`config.mk`:
```
export PLATFORM = sky130hd
export DESIGN_NAME = rx_decode_ctrl_flat
export DESIGN_NICKNAME = d
export VERILOG_FILES = /design/src/rtl/rx_decode_ctrl_if.sv /design/src/rtl/rx_decode_ctrl.sv /design/src/flat_wrapper.sv
export SDC_FILE = /design/constraint.sdc
export NUM_CORES = 1
export LEC_CHECK = 0
export CORE_UTILIZATION = 45
export CTS_CLUSTER_SIZE = 10
export DETAILED_ROUTE_END_ITERATION = 8
export DONT_BUFFER_PORTS = 1
export PLACE_DENSITY = 0.61
export SLEW_MARGIN = 10
export SYNTH_ARGS = -nofsm -noshare
export SYNTH_HDL_FRONTEND = slang
export SYNTH_SLANG_ARGS = --single-unit
```
`constraint.sdc`:
```
create_clock -name clk -period 4.7 [get_ports clk]
set_clock_uncertainty 0.2 [all_clocks]
set_input_delay 0.47 -clock clk [delete_from_list [all_inputs] [get_ports clk]]
set_output_delay 0.47 -clock clk [all_outputs]
set_load 0.02 [all_outputs]
```
`src/rtl/rx_decode_ctrl_if.sv`:
```
// rx_decode_ctrl_if: protocol-FSM and decode-path signals of the receive sequencer
interface rx_decode_ctrl_if #(parameter int CNT_W = 10);
  logic rx_enable;
  logic expect_data;
  logic sync_det;
  logic bit_valid;
  logic eop_det;
  logic PID_error;
  logic bs_decoder_wait;
  logic crc_done;
  logic crc_ok;
  logic start_decode;
  logic end_decode;
  logic rc_PIDerror;
  logic abort;
  logic pkt_done;
  logic pkt_ok;
  logic [1:0] pkt_type;
  logic [CNT_W-1:0] bit_cnt;
  logic busy;
  modport master (
    input rx_enable, expect_data, sync_det, bit_valid, eop_det, PID_error, bs_decoder_wait, crc_done, crc_ok,
    output start_decode, end_decode, rc_PIDerror, abort, pkt_done, pkt_ok, pkt_type, bit_cnt, busy
  );
  modport slave (
    output rx_enable, expect_data, sync_det, bit_valid, eop_det, PID_error, bs_decoder_wait, crc_done, crc_ok,
    input start_decode, end_decode, rc_PIDerror, abort, pkt_done, pkt_ok, pkt_type, bit_cnt, busy
  );
endinterface

```
`src/rtl/rx_decode_ctrl.sv`:
```
// rx_decode_ctrl: sequences one received packet through unstuff/decode/CRC and issues a single verdict
module rx_decode_ctrl #(
  parameter int TIMEOUT  = 255,
  parameter int MAX_BITS = 536,
  parameter int CNT_W    = 10
) (
  input logic clk,
  input logic rst,
  rx_decode_ctrl_if.master bus
);
  typedef enum logic [2:0] {IDLE, ARM, RECV, CHECK, PIDACK, DONE, FAIL} state_t;
  localparam logic [CNT_W-1:0] TO_LAST = CNT_W'(TIMEOUT - 1);
  localparam logic [CNT_W-1:0] MAX = CNT_W'(MAX_BITS);
  state_t state, next;
  logic [CNT_W-1:0] tcnt, bit_cnt;
  logic is_data, crc_seen, crc_good, to_hit, over, len_ok, abort_nx;
  assign to_hit = tcnt == TO_LAST;
  assign over = bus.bit_valid && bit_cnt == MAX;
  assign len_ok = is_data ? (bit_cnt >= CNT_W'(24) && bit_cnt[2:0] == 3'd0 && bit_cnt <= MAX) : bit_cnt == CNT_W'(8);
  assign bus.bit_cnt = bit_cnt;
  assign bus.busy = state != IDLE;
  always_comb begin
    next = state;
    abort_nx = 1'b0;
    bus.start_decode = 1'b0;
    bus.end_decode = 1'b0;
    case (state)
      IDLE: next = bus.rx_enable ? ARM : IDLE;
      ARM: begin
        next = bus.sync_det ? RECV : to_hit ? FAIL : ARM;
        abort_nx = !bus.sync_det && to_hit;
      end
      RECV: begin
        bus.start_decode = bus.bit_valid && bit_cnt == '0;
        bus.end_decode = bus.eop_det;
        next = bus.eop_det ? CHECK : over ? FAIL : RECV;
        abort_nx = !bus.eop_det && over;
      end
      CHECK: begin
        next = bus.PID_error ? PIDACK : (bus.bs_decoder_wait && (!is_data || crc_seen)) ? DONE : to_hit ? FAIL : CHECK;
        abort_nx = next == FAIL;
      end
      PIDACK: next = FAIL;
      default: next = IDLE;
    endcase
  end
  always_ff @(posedge clk) begin
    if (rst) begin
      state <= IDLE;
      tcnt <= '0;
      bit_cnt <= '0;
      is_data <= 1'b0;
      crc_seen <= 1'b0;
      crc_good <= 1'b0;
      bus.rc_PIDerror <= 1'b0;
      bus.abort <= 1'b0;
      bus.pkt_done <= 1'b0;
      bus.pkt_ok <= 1'b0;
      bus.pkt_type <= 2'b00;
    end else begin
      state <= next;
      tcnt <= next != state ? '0 : tcnt + 1'b1;
      if (state == IDLE && bus.rx_enable) begin
        is_data <= bus.expect_data;
        bit_cnt <= '0;
        crc_seen <= 1'b0;
        crc_good <= 1'b0;
      end
      if (state == RECV && bus.bit_valid && !bus.eop_det && !over)
        bit_cnt <= bit_cnt + 1'b1;
      if ((state == RECV || state == CHECK) && bus.crc_done) begin
        crc_seen <= 1'b1;
        crc_good <= bus.crc_ok;
      end
      bus.rc_PIDerror <= next == PIDACK;
      bus.abort <= abort_nx;
      bus.pkt_done <= next == DONE || next == FAIL;
      if (next == DONE) begin
        bus.pkt_ok <= len_ok && (!is_data || crc_good);
        bus.pkt_type <= {1'b1, is_data};
      end
      if (next == FAIL) begin
        bus.pkt_ok <= 1'b0;
        bus.pkt_type <= abort_nx ? 2'b00 : {1'b1, is_data};
      end
    end
  end
endmodule

```
`src/flat_wrapper.sv`:
```
// flat-port wrapper written by rule: the top's interface ports become plain ports
module rx_decode_ctrl_flat 
#(
  parameter int TIMEOUT  = 255,
  parameter int MAX_BITS = 536,
  parameter int CNT_W    = 10
)
  (clk, rst, bus_rx_enable, bus_expect_data, bus_sync_det, bus_bit_valid, bus_eop_det, bus_PID_error, bus_bs_decoder_wait, bus_crc_done, bus_crc_ok, bus_start_decode, bus_end_decode, bus_rc_PIDerror, bus_abort, bus_pkt_done, bus_pkt_ok, bus_pkt_type, bus_bit_cnt, bus_busy);
  rx_decode_ctrl_if #(.CNT_W(CNT_W)) bus_i ();
  input logic clk;
  input logic rst;
  input wire logic [$bits(bus_i.rx_enable)-1:0] bus_rx_enable;
  input wire logic [$bits(bus_i.expect_data)-1:0] bus_expect_data;
  input wire logic [$bits(bus_i.sync_det)-1:0] bus_sync_det;
  input wire logic [$bits(bus_i.bit_valid)-1:0] bus_bit_valid;
  input wire logic [$bits(bus_i.eop_det)-1:0] bus_eop_det;
  input wire logic [$bits(bus_i.PID_error)-1:0] bus_PID_error;
  input wire logic [$bits(bus_i.bs_decoder_wait)-1:0] bus_bs_decoder_wait;
  input wire logic [$bits(bus_i.crc_done)-1:0] bus_crc_done;
  input wire logic [$bits(bus_i.crc_ok)-1:0] bus_crc_ok;
  output wire logic [$bits(bus_i.start_decode)-1:0] bus_start_decode;
  output wire logic [$bits(bus_i.end_decode)-1:0] bus_end_decode;
  output wire logic [$bits(bus_i.rc_PIDerror)-1:0] bus_rc_PIDerror;
  output wire logic [$bits(bus_i.abort)-1:0] bus_abort;
  output wire logic [$bits(bus_i.pkt_done)-1:0] bus_pkt_done;
  output wire logic [$bits(bus_i.pkt_ok)-1:0] bus_pkt_ok;
  output wire logic [$bits(bus_i.pkt_type)-1:0] bus_pkt_type;
  output wire logic [$bits(bus_i.bit_cnt)-1:0] bus_bit_cnt;
  output wire logic [$bits(bus_i.busy)-1:0] bus_busy;
  assign bus_i.rx_enable = bus_rx_enable;
  assign bus_i.expect_data = bus_expect_data;
  assign bus_i.sync_det = bus_sync_det;
  assign bus_i.bit_valid = bus_bit_valid;
  assign bus_i.eop_det = bus_eop_det;
  assign bus_i.PID_error = bus_PID_error;
  assign bus_i.bs_decoder_wait = bus_bs_decoder_wait;
  assign bus_i.crc_done = bus_crc_done;
  assign bus_i.crc_ok = bus_crc_ok;
  assign bus_start_decode = bus_i.start_decode;
  assign bus_end_decode = bus_i.end_decode;
  assign bus_rc_PIDerror = bus_i.rc_PIDerror;
  assign bus_abort = bus_i.abort;
  assign bus_pkt_done = bus_i.pkt_done;
  assign bus_pkt_ok = bus_i.pkt_ok;
  assign bus_pkt_type = bus_i.pkt_type;
  assign bus_bit_cnt = bus_i.bit_cnt;
  assign bus_busy = bus_i.busy;
  rx_decode_ctrl #(.TIMEOUT(TIMEOUT), .MAX_BITS(MAX_BITS), .CNT_W(CNT_W)) u_core (.clk(clk), .rst(rst), .bus(bus_i));
endmodule
```
# After elaboration in Yosys (flattened, before gate mapping)
# Cells that the tools add are included.
# word_totals
regBits	32
latch_bits	0
mem_bits_rw	0
mem_bits_ro	0
in_bits	11
output_inout_bits	19
wordCells	78
memories	0
# op_classes
n_addsub	2
multipliers	0
div_mod_pow	0
order_cmp	2
n_eq_ne	12
shift	0
n_mux	21
bitwise_logic	0
n_reduce_logical	30
# ops
operator	n
$mux 3	7
$add 10x1->10 const B	2
$mux 10	2
$eq 3x3->1 const B	5
$pmux 3 s5	1
$logic_and 1x1->1	13
$eq 10x10->1 const B	1
$eq 10x4->1 const B	1
$eq 10x8->1 const B	1
$ge 10x5->1 const B	1
$le 10x10->1 const B	1
$logic_not 10->1	1
$mux 1	7
$eq 3x2->1 const B	2
$logic_not 3->1	2
$mux 2	3
$reduce_bool 2->1	3
$logic_not 1->1	4
$logic_or 1x1->1	4
$reduce_or 2->1	2
$eq 3x1->1 const B	1
$ne 3x3->1	1
$pmux 1 s3	1
$reduce_bool 3->1	1

# Logic depth before layout (Yosys ltp)
# depth
ltp_word	9
ltp_mapped	8
depth_no_buf	8

# Worst setup path after synthesis
# OpenSTA, ideal clock, no wires.
# synth_path
path_type	register -> register
from	register u_core.tcnt[0]
to	register u_core.bus.pkt_type[0]
setup_time_ns	0.072
arrival_ns	1.868
required_time_ns	4.428
path_slack_ns	2.560
stages_incl_launch_ff	9
n_path_buf	0
synth_period_minus_slack_ns	2.140
cell_sequence	dfxtp_1 -> inv_1 -> ha_1 -> and4_1 -> and4_1 -> a31o_1 -> or3_4 -> a21oi_4 -> mux2i_1
# synth_between
elab_chain_cells	8
word_cells_on_any_way	15
classes_between	eq/ne (4); mux (9); reduce/logical (2)
# synth_rtl
element	line_no	text
start: declaration	rx_decode_ctrl.sv:15	logic [CNT_W-1:0] tcnt, bit_cnt;
start signal: assignment	rx_decode_ctrl.sv:62	tcnt <= next != state ? '0 : tcnt + 1'b1;
$eq 10x8->1 (*)	rx_decode_ctrl.sv:17	assign to_hit = tcnt == TO_LAST;
$mux 3 (3 in series)	rx_decode_ctrl.sv:40	next = bus.PID_error ? PIDACK : (bus.bs_decoder_wait && (!is_data || crc_seen)) ? DONE : to_hit ? FAIL : CHECK ...
$eq 3x3->1	rx_decode_ctrl.sv:41	abort_nx = next == FAIL;
$pmux 1 s3	rx_decode_ctrl.sv:27	case (state)
$mux 2	rx_decode_ctrl.sv:84	bus.pkt_type <= abort_nx ? 2'b00 : {1'b1, is_data};
$mux 2	rx_decode_ctrl.sv:82	if (next == FAIL) begin
end signal: assignment	rx_decode_ctrl.sv:80	bus.pkt_type <= {1'b1, is_data};
end signal: assignment	rx_decode_ctrl.sv:84	
end: declaration	rx_decode_ctrl_if.sv:23	output start_decode, end_decode, rc_PIDerror, abort, pkt_done, pkt_ok, pkt_type, bit_cnt, busy
# Mark *: on every way between the ends. The rest lies on a longest branch, timed or not.
# A chain may end at the register's enable or synchronous reset.

# Worst setup path in the final report
# layout_path
from	register u_core.bit_cnt[5] (netlist: u_core.bus.bit_cnt[5])
to	output bus_start_decode
# layout_between
elab_chain_cells	3
# layout_rtl
element	line_no	text
start: declaration	rx_decode_ctrl.sv:15	
start signal: assignment	rx_decode_ctrl.sv:70	bit_cnt <= bit_cnt + 1'b1;
$logic_not 10->1	rx_decode_ctrl.sv:34	bus.start_decode = bus.bit_valid && bit_cnt == '0;
$logic_and 1x1->1	rx_decode_ctrl.sv:34	
$mux 1	rx_decode_ctrl.sv:27	
end: declaration	flat_wrapper.sv:21	output wire logic [$bits(bus_i.start_decode)-1:0] bus_start_decode;
# Every way passes these cells.

==> key figures <==
Outcome
  • Status: complete, no violations

Clock network
  • Root Driver: clkbuf_8
  • Post-CTS Setup Repair Bufs: 0
  • CTS hold repair buffers: 0
  • Num CTS Buffers: 5
  • Cts repair resizes: 0
  • Clock sink count: 32
  • Clock tree buffer depth: 2
  • Clk Latency, worst-skew pair: around 0.29 ns
  • TritonCTS clock tree: yes
  • Clock slew at reported path FFs: ~0.07 ns
  • CTS HTree Levels: 2

Pwr
  • Leak: 0.631 nW
  • Sequential power share: 0.507
  • Internal power: roughly 0.00042 W
  • Clock power frac: 0.387
  • Cell Pwr Density: 311 nW/um2
  • Combinational power share: 0.106
  • Tot Pwr: 0.000575 W
  • VDD IR max: 0.160 mV
  • Sw power: 0.000156 W
  • Switching Share: 0.272

Synthesis
  • Post-synth EDFFs: 0
  • FF+latch count, synth: 32
  • Mapped Cells: about 200
  • Syn nets: between 200 and 250
  • Netlist cell types: 51
  • Synth area leader: dfxtp_1
  • Async SR Flop Fraction: 0
  • Synth warnings: 0
  • Top-area cell type share of the netlist area: 0.371
  • Synth Cell Area: between 1500 and 2000 um2
  • Part of the Yosys area used for sequential elements: 0.371
  • Post-Syn Area per Cell: between 8 and 9 um2
  • Ranking of synthesized cells by area: dfxtp_1 (37%), nor2_1 (5.7%), a21oi_1 (4.4%)
  • Post-synth top flop: dfxtp_1

Setup path
  • CP endpoint kind: output pin
  • RR Startpoint: u_core.state[1]$_SDFF_PP0_
  • Critical path arrival: approximately 1.8 ns
  • Element type at the critical path start: flip-flop
  • WP data required: between 4 and 5 ns
  • Worst-path maximum fanout: 5
  • Critical Path Source: u_core.bus.bit_cnt[5]$_SDFFE_PP0P_
  • WS Path Type: flip-flop to output pin

Die
  • Starting Density: 0.471
  • Die Area: ~4100 um2
  • Die Width: 63.9 um
  • Die span in y: 63.9 um
  • IO Count: 30
  • FP Rows: 22
  • Core ar.: 3660 um2

Job
  • MaxCap Viol Count: 0

Global route
  • First-pass GRT wire length: 6820 um
  • Largest net degree at the start of global routing: 23
  • Initial antenna violation count: 0
  • GRT Total Usage: 0.220
  • Grt total ovfl: 0
  • Vias in the first global route: between 1k and 1.5k

STA
  • Post-layout min period: between 2 and 2.5 ns
  • Worst rel slew slack: 0.538
  • Final hold violation count: 0
  • Total negative slack: 0 ns
  • Fin crit share: 0.530
  • RSZ-0062 raised after global routing: false
  • Max Clk Rate: 402 MHz
  • Final WS setup: approximately 2.2 ns
  • Max Slew Vio Count: 0
  • Setup violators final: 0
  • Worst slew pin tran: 0.688 ns

Finish
  • Layout Nets: 215
  • Area grow syn2layout: 7.25%
  • Register Area: about 640 um2
  • Most frequent cells in the layout: dfxtp_1 (32), nor2_1 (26), a21oi_1 (15), nand2_1 (13), nand3_1 (12)
  • Layout cells sized above 1: 0.109
  • Most common cell after layout, fill and taps aside: dfxtp_1
  • Multi-input gate area: ~1000 um2
  • Diode count: 0
  • Fin cells: roughly 250
  • Filler cells: about 340

Route
  • DRC errors left: 0
  • DR iter-0 viols: 40
  • Post-Route WL: approximately 4000 um
  • Avg WL per Cell: ~16 um
  • Via Count: 1,443
  • Via/cell ratio: a little under 6
  • Drt first pass iters: 5
  • Number of nets with antenna violations after routing: 0

Min path
  • HP Class: input port to flip-flop
  • Hold Crit Start: rst

Placed design
  • Routability cong.: 0.881
  • Placement Setup Slack: roughly 2.3 ns
  • Dpl cells: about 240
  • Post-DP HPWL: between 2000 and 3000 um
  • Port Buffer Count: 0
[power groups by stage]
stage / clock network, W / logic, W / registers [W]
2_1_floorplan: 0 / 0.0000579 / 0.000291
3_3_place_gp: 0 / 0.0000594 / 0.000297
3_5_place_dp: 0 / 0.0000604 / 0.000297
4_1_cts: 0.000229 / 0.0000608 / 0.000291
5_1_grt: 0.000242 / 0.0000676 / 0.000293
6_report: 0.000223 / 0.0000608 / 0.000292
[per-stage QoR]
step	hold slack (ns)	utilization	area, um2
after detailed placement	0.249	0.480	1760
after global routing	0.0263	0.505	1850
after floorplan	0.226	-	1730
after CTS	0.0309	0.505	1850
after global placement	0.232	0.480	1760
final	0.0375	0.505	1850
[cell usage after synthesis (2+ instances only)]
library cell  number
inv_1              6
a211oi_1           2
dfxtp_1           32
nand3_1           12
and3_1             5
ha_1               4
or3b_1             3
or3_1              2
o21a_1             3
nand2b_1           5
and4_1             2
mux2i_1            2
xor2_1             4
xnor2_1            6
and2_1             2
nand2_1           13
nor3_2             2
o21ai_1            3
clkbuf_1           3
nor2_1            26
nor2_2             2
nor2b_1            2
nand4_1            5
nor3_1             6
a21oi_1           15
a31oi_1            3
o21ai_0            2
nor3b_1            3
[critical path: stages, from the launching register on]
cell,delay (ns)
dfxtp_1,0.43
nor4_4,0.44
nand3_1,0.11
nor3_1,0.55
[logic make-up after synthesis]
group	Yosys count	synth area share
xor+xnor	10	0.0508
buf+inv	11	0.0290
simple gates	101	0.349
mux	3	0.0181
flops	32	0.371
compound gates	37	0.153
fa+ha+maj	4	0.0290
[layout make-up]
type,count,area share
multi-input cells,155,0.559
flip-flops and latches,32,0.346
clock inverters,2,0.00541
clock buffers,6,0.0446
well taps,48,0.0325
inverters,6,0.0122
[sequential cells by signal (all words and copies together), names as in the netlist]
name,flops
u_core.is_data,1
u_core.tcnt,10
u_core.bus.abort,1
u_core.crc_good,1
u_core.bus.bit_cnt,10
u_core.bus.pkt_ok,1
u_core.bus.pkt_done,1
u_core.bus.pkt_type,2
u_core.crc_seen,1
u_core.state,3
u_core.bus.rc_PIDerror,1
[routing by layer]
metal / vias up / global-route usage / part of all wire
met4: 0 / 0.122 / 0.013
met1: 683 / 0.275 / 0.47
met3: 6 / 0.0625 / 0.054
li1: 718 / - / -
met5: - / 0 / 0
met2: 36 / 0.336 / 0.46
[final timing paths]
check	end	slack, ns	cells after the start
setup / recovery	bus_start_decode	2.21	3
hold / removal	u_core.crc_good$_SDFFE_PP0P_	0.04	1
setup reg to reg	u_core.bus.bit_cnt[9]$_SDFFE_PP0P_	2.26	6
hold reg to reg	u_core.crc_seen$_SDFFE_PP0P_	0.26	2
Power figures use the tool's default switching activity.
